==> config.mk <==
export PLATFORM = sky130hd
export DESIGN_NAME = ins_loader
export DESIGN_NICKNAME = d
export VERILOG_FILES = /design/src/rtl/ins_loader_pkg.sv /design/src/rtl/ins_loader.sv
export SDC_FILE = /design/constraint.sdc
export NUM_CORES = 1
export LEC_CHECK = 0
export ABC_AREA = 1
export ABC_CLOCK_PERIOD_IN_PS = 6300
export BUFFER_PORTS_ARGS = -buffer_cell sky130_fd_sc_hd__buf_2
export CAP_MARGIN = 20
export CORE_MARGIN = 2
export CORE_UTILIZATION = 55
export DETAILED_ROUTE_END_ITERATION = 8
export PLACE_DENSITY = 0.79
export SKIP_LAST_GASP = 1
export SYNTH_ARGS = -nofsm -noshare
export SYNTH_HDL_FRONTEND = slang
export SYNTH_SLANG_ARGS = --single-unit
==> constraint.sdc <==
create_clock -name clk -period 6.3 [get_ports clk]
set_input_delay 1.26 -clock clk [delete_from_list [all_inputs] [get_ports clk]]
set_output_delay 1.26 -clock clk [all_outputs]
set_load 0.01 [all_outputs]
==> src/rtl/ins_loader_pkg.sv <==
// Shared types and constants for the boot-time instruction loader.
// Latency: n/a (types only).
// Backpressure: n/a (types only).
package ins_loader_pkg;

  // Stream framing: a big-endian word count header, then big-endian words.
  localparam int HDR_BYTES      = 2;
  localparam int HDR_BITS       = 8 * HDR_BYTES;
  localparam int BYTES_PER_WORD = 4;

  typedef enum logic [2:0] {
    S_IDLE,
    S_HDR_HI,
    S_HDR_LO,
    S_DATA,
    S_WRITE,
    S_DONE,
    S_ERR
  } state_t;

  // Control outputs held in registers alongside the state register.
  typedef struct packed {
    logic in_ready;
    logic mem_we;
    logic cpu_rst;
    logic done;
    logic err;
  } ctl_t;

  // Output levels that belong to each state. Loaded into the control
  // register on the same edge the state register takes the new state,
  // so the outputs always match the state without any combinational path.
  function automatic ctl_t ctl_for(input state_t s);
    ctl_t c;
    c.in_ready = (s == S_HDR_HI) || (s == S_HDR_LO) || (s == S_DATA);
    c.mem_we   = (s == S_WRITE);
    c.cpu_rst  = (s != S_DONE);
    c.done     = (s == S_DONE);
    c.err      = (s == S_ERR);
    return c;
  endfunction

endpackage

==> src/rtl/ins_loader.sv <==
// Boot loader: packs a byte stream (16-bit word count N, then 4*N bytes, all
//   MSB first) into 32-bit words written to consecutive instruction-memory
//   word addresses; keeps the processor in reset until the image is in.
// Latency: write strobe one cycle after the 4th byte of a word is accepted;
//   done one cycle after the last write (or after the header when N=0).
// Backpressure: in_ready is low in IDLE, WRITE, DONE and ERR; gaps in
//   in_valid simply stall the FSM. Peak rate is 4 bytes per 5 cycles.
//
// Ports:
//   clk, rst               clock, asynchronous active-high reset
//   in_data/valid/ready    byte stream, valid/ready handshake
//   start                  pulse: reload from DONE or ERR
//   mem_we/addr/wdata      instruction-memory write port (byte address)
//   cpu_rst                processor reset, low only once the image is done
//   done, err              image complete / header count too large
module ins_loader
  import ins_loader_pkg::*;
#(
  parameter int ADDR_W = 8
) (
  input  logic        clk,
  input  logic        rst,
  input  logic [7:0]  in_data,
  input  logic        in_valid,
  output logic        in_ready,
  input  logic        start,
  output logic        mem_we,
  output logic [31:0] mem_addr,
  output logic [31:0] mem_wdata,
  output logic        cpu_rst,
  output logic        done,
  output logic        err
);

  localparam longint unsigned MAX_WORDS = 64'd1 << ADDR_W;

  state_t              state;
  ctl_t                ctl;
  logic [HDR_BITS-1:0] count;
  logic [ADDR_W:0]     word_idx;   // one extra bit so N == MAX_WORDS fits
  logic [1:0]          byte_cnt;
  logic [23:0]         shreg;      // first three bytes of the current word

  logic                accept;
  logic [HDR_BITS-1:0] hdr_n;
  logic                last_word;
  logic [31:0]         word_addr;

  assign in_ready = ctl.in_ready;
  assign mem_we   = ctl.mem_we;
  assign cpu_rst  = ctl.cpu_rst;
  assign done     = ctl.done;
  assign err      = ctl.err;

  assign accept = in_valid && ctl.in_ready;

  // Full count as it will be once the low header byte lands this cycle.
  assign hdr_n = {count[HDR_BITS-1:8], in_data};

  // The word being written is the last one when word_idx+1 reaches N.
  assign last_word = (({{(31 - ADDR_W){1'b0}}, word_idx} + 32'd1) ==
                      {{(32 - HDR_BITS){1'b0}}, count});

  // word_idx < N <= MAX_WORDS, so its top bit is never set while writing.
  assign word_addr = {{(30 - ADDR_W){1'b0}}, word_idx[ADDR_W-1:0], 2'b00};

  always_ff @(posedge clk or posedge rst) begin
    if (rst) begin
      state     <= S_IDLE;
      ctl       <= ctl_for(S_IDLE);
      count     <= '0;
      word_idx  <= '0;
      byte_cnt  <= '0;
      shreg     <= '0;
      mem_addr  <= '0;
      mem_wdata <= '0;
    end else begin
      case (state)
        S_IDLE: begin
          state <= S_HDR_HI;
          ctl   <= ctl_for(S_HDR_HI);
        end

        S_HDR_HI: begin
          if (accept) begin
            count[HDR_BITS-1:8] <= in_data;
            state               <= S_HDR_LO;
            ctl                 <= ctl_for(S_HDR_LO);
          end
        end

        S_HDR_LO: begin
          if (accept) begin
            count[7:0] <= in_data;
            if (hdr_n == '0) begin
              state <= S_DONE;
              ctl   <= ctl_for(S_DONE);
            end else if ({48'd0, hdr_n} > MAX_WORDS) begin
              state <= S_ERR;
              ctl   <= ctl_for(S_ERR);
            end else begin
              word_idx <= '0;
              byte_cnt <= '0;
              state    <= S_DATA;
              ctl      <= ctl_for(S_DATA);
            end
          end
        end

        S_DATA: begin
          if (accept) begin
            shreg    <= {shreg[15:0], in_data};
            byte_cnt <= byte_cnt + 2'd1;
            if (byte_cnt == 2'(BYTES_PER_WORD - 1)) begin
              // Present the finished word during the WRITE cycle.
              mem_addr  <= word_addr;
              mem_wdata <= {shreg, in_data};
              state     <= S_WRITE;
              ctl       <= ctl_for(S_WRITE);
            end
          end
        end

        S_WRITE: begin
          word_idx <= word_idx + 1'b1;
          byte_cnt <= '0;
          if (last_word) begin
            state <= S_DONE;
            ctl   <= ctl_for(S_DONE);
          end else begin
            state <= S_DATA;
            ctl   <= ctl_for(S_DATA);
          end
        end

        S_DONE, S_ERR: begin
          // Restart raises cpu_rst and drops done/err on this same edge.
          if (start) begin
            state <= S_HDR_HI;
            ctl   <= ctl_for(S_HDR_HI);
          end
        end

        default: begin
          state <= S_IDLE;
          ctl   <= ctl_for(S_IDLE);
        end
      endcase
    end
  end

endmodule

==> results.ini <==
[status]
run_status = finished, final reports clean

[power_and_ir_drop]
p_per_area_mw_per_mm2 = 394
clkPwrFrac = 0.214
power_frac_seq = 0.479
ir_worst_vdd_uv = 208
total_power_w = 0.00193
intPower_w = 0.00120
combPwrFrac = 0.307
switching_share = 0.377
power_switching_w = 0.000729
leakagePower_nw = 2.59

[clocking]
cts_made_buffers = 9
htreeDepth = 3
hold_buffers = 0
insertion_delay_ns = 0.37
clkSinkCount = 99
postCtsSetupBuffers = 0
ctsResizeCount = 0
root_buffer = clkbuf_8
cts.reportedPaths.clkPinSlew_ns = 0.09
cts_tree = done
clockBufferDepth = 2

[timing]
period_needed_ns = 2.83
setup-tns-final_ns = 0
fin_ws_ns = 3.47
setup_viol = 0
final_hold_viol_count = 0
maxSlewViolCount = 0
period_share = 0.449
slew-limit-headroom = 0.398
clock_skew_ns = 0.0116
worst_pin_slew_ns = 0.903
fmax_mhz = 354
rsz0062_at_grt = false

[placement]
dp.cells = 651
dp_slack_ns = 3.07
portBuffers = 56
place_congestion = 0.881
place_hpwl_mm = 6.45

[final_layout]
final_cells = 666
n_fill_cell = 667
fin_nets = 574
final_cell_mix = nand2_1 (146), dfrtp_1 (98), o21ai_0 (79), buf_2 (56), inv_1 (50)
n_antenna_cell = 0
seqCellArea_sq_mm = 0.00248
final_common_cell = nand2_1
layout-drive-gt1-share = 0.165
multi_input_comb_area_sq_mm = 0.00160
area_delta_synth_final_pct = 10.3

[worst_setup_path]
cp_slowest_cell = nor2_4
critPathMaxStageDelay_ns = 0.56
crit_buf_inv = 1
worst-path-stages = 5
r2r_cells = 6
required_ns = 6.55
worstPathArrival_ns = 3.08
critical_path.top_delay_family = simple AND/OR/NAND/NOR gates
crit_chain = buf_2 -> nand2_1 -> nor2_4 -> nand2_4 -> mux2_1
setup.worst_path.end_class = flip-flop
cp-start-kind = primary input
cp_max_fo = 73
path_class = in2reg

[synth]
synthAdderAreaFrac = 0.00563
yosysWarningCount = 0
seq_area_frac_synth = 0.557
synth_top_family_by_area = simple AND/OR/NAND/NOR gates
synth_seq_cells = 99
synth-simple-area-share = 0.197
synth_xor_area_frac = 0
syn-cell-area_sq_mm = 0.00445
synthMuxAreaShare = 0.0203
synthCells = 507
ys_types = 34
syn_avg_cell_area_sq_um = 8.77
synth_compound_area_frac = 0.116

[drt]
vias_per_cell = 5.13
dr.pass1.iters = 5
wl_per_cell_um = 13.5
ant_nets = 0
wirelength_mm = 8.99
via_count = 3418
drt_iter0_drc = 254
route.detailed.drc = 0

[die]
core_area_sq_mm = 0.00777
io_pins = 81
die_x_um = 93.9
die_area_sq_mm = 0.00882
die_y_um = 93.9
start_util = 0.573
num_rows = 32

[global_route]
grt_pass1_vias = 3378
antenna_found_initial = 0
grt_pass1_wl_mm = 15.5
overflow = 0
track_usage = 0.224
grt_max_degree = 75

[hold_path]
hp-class = reg2reg
holdPathStages = 2

[job]
drv_cap = 0

final timing paths:
check	endpoint	slack [ns]	from
setup / recovery	mem_wdata[24]$_DFFE_PP0P_	3.47	in_valid
hold / removal	mem_we$_DFFE_PP0P_	0.48	mem_we$_DFFE_PP0P_
setup reg to reg	mem_wdata[24]$_DFFE_PP0P_	3.81	state[0]$_DFFE_PP0P_
hold reg to reg	mem_we$_DFFE_PP0P_	0.48	mem_we$_DFFE_PP0P_
max in group asynchronous	word_idx[8]$_DFFE_PP0P_	4.25	rst
min in group asynchronous	mem_wdata[28]$_DFFE_PP0P_	0.84	rst
per-layer routing:
metal / up-vias / GRT usage / share of wire
met2: 87 / 0.348 / 0.47
met5: - / 0 / 0
met3: 11 / 0.0273 / 0.039
met4: 0 / 0.0954 / 0.017
met1: 1649 / 0.321 / 0.48
li1: 1671 / - / -
synth_stat cells, drive strengths merged:
| cell | number | area [sq um] |
|---|---|---|
| nand3 | 20 | 100 |
| a21boi | 1 | 7.51 |
| nand2 | 148 | 566 |
| o211ai | 1 | 7.51 |
| dfstp | 1 | 26.3 |
| o22ai | 6 | 37.5 |
| nor2 | 25 | 111 |
| mux2 | 8 | 90.1 |
| inv | 56 | 213 |
| nor3 | 4 | 25.0 |
| dfrtp | 98 | 2450 |
| conb | 1 | 3.75 |
| o31ai | 1 | 7.51 |
| o2111ai | 1 | 8.76 |
| nand3b | 5 | 37.5 |
| ha | 2 | 25.0 |
| clkbuf | 12 | 45.0 |
| o21ai | 85 | 448 |
| buf | 26 | 199 |
| nand4 | 3 | 18.8 |
| or2 | 3 | 18.8 |
power groups by stage:
stage | logic [W] | registers, W | clock network, W
CTS | 0.000595 | 0.000925 | 0.000420
global route | 0.000692 | 0.000950 | 0.000447
finish | 0.000593 | 0.000927 | 0.000414
global placement | 0.000564 | 0.000928 | 0
floorplan | 0.000474 | 0.000905 | 0
detailed placement | 0.000590 | 0.000937 | 0
kinds of logic after synthesis:
logic type	Yosys count
simple gates	208
other cells	1
fa+ha+maj	2
compound gates	95
flops	99
mux	8
buf+inv	94
registers in the layout, indices dropped and copies added, names as in the netlist:
name,cells
mem_wdata,32
shreg,24
mem_addr,8
state,3
mem_we,1
done,1
cpu_rst,1
byte_cnt,2
count,16
err,1
in_ready,1
word_idx,9
final cells by class:
cell class                 instances  share of cell area
inverter                          56              0.0439
timing repair buffer              57              0.0587
tap                              102              0.0260
clock inverter                     5              0.0122
clock buffer                      10              0.0281
multi-input combinational        337               0.326
sequential                        99               0.505
per-stage QoR:
stage	hold WS [ns]	utilization	area [sq um]
floorplan	0.445	-	4530
global placement	0.461	0.606	4710
detailed placement	0.460	0.606	4710
CTS	0.488	0.632	4910
global route	0.503	0.632	4910
finish	0.480	0.632	4910
worst register-to-register path, cell delays in order (launching register included):
cell and delay, ns:
dfrtp_1 0.51, nand2_2 0.12, nor2_2 0.14, inv_2 0.09, nor2_4 0.49, nand2_4 0.53
mux2_1 0.50
Note: power is estimated with default switching activity, not from simulation.
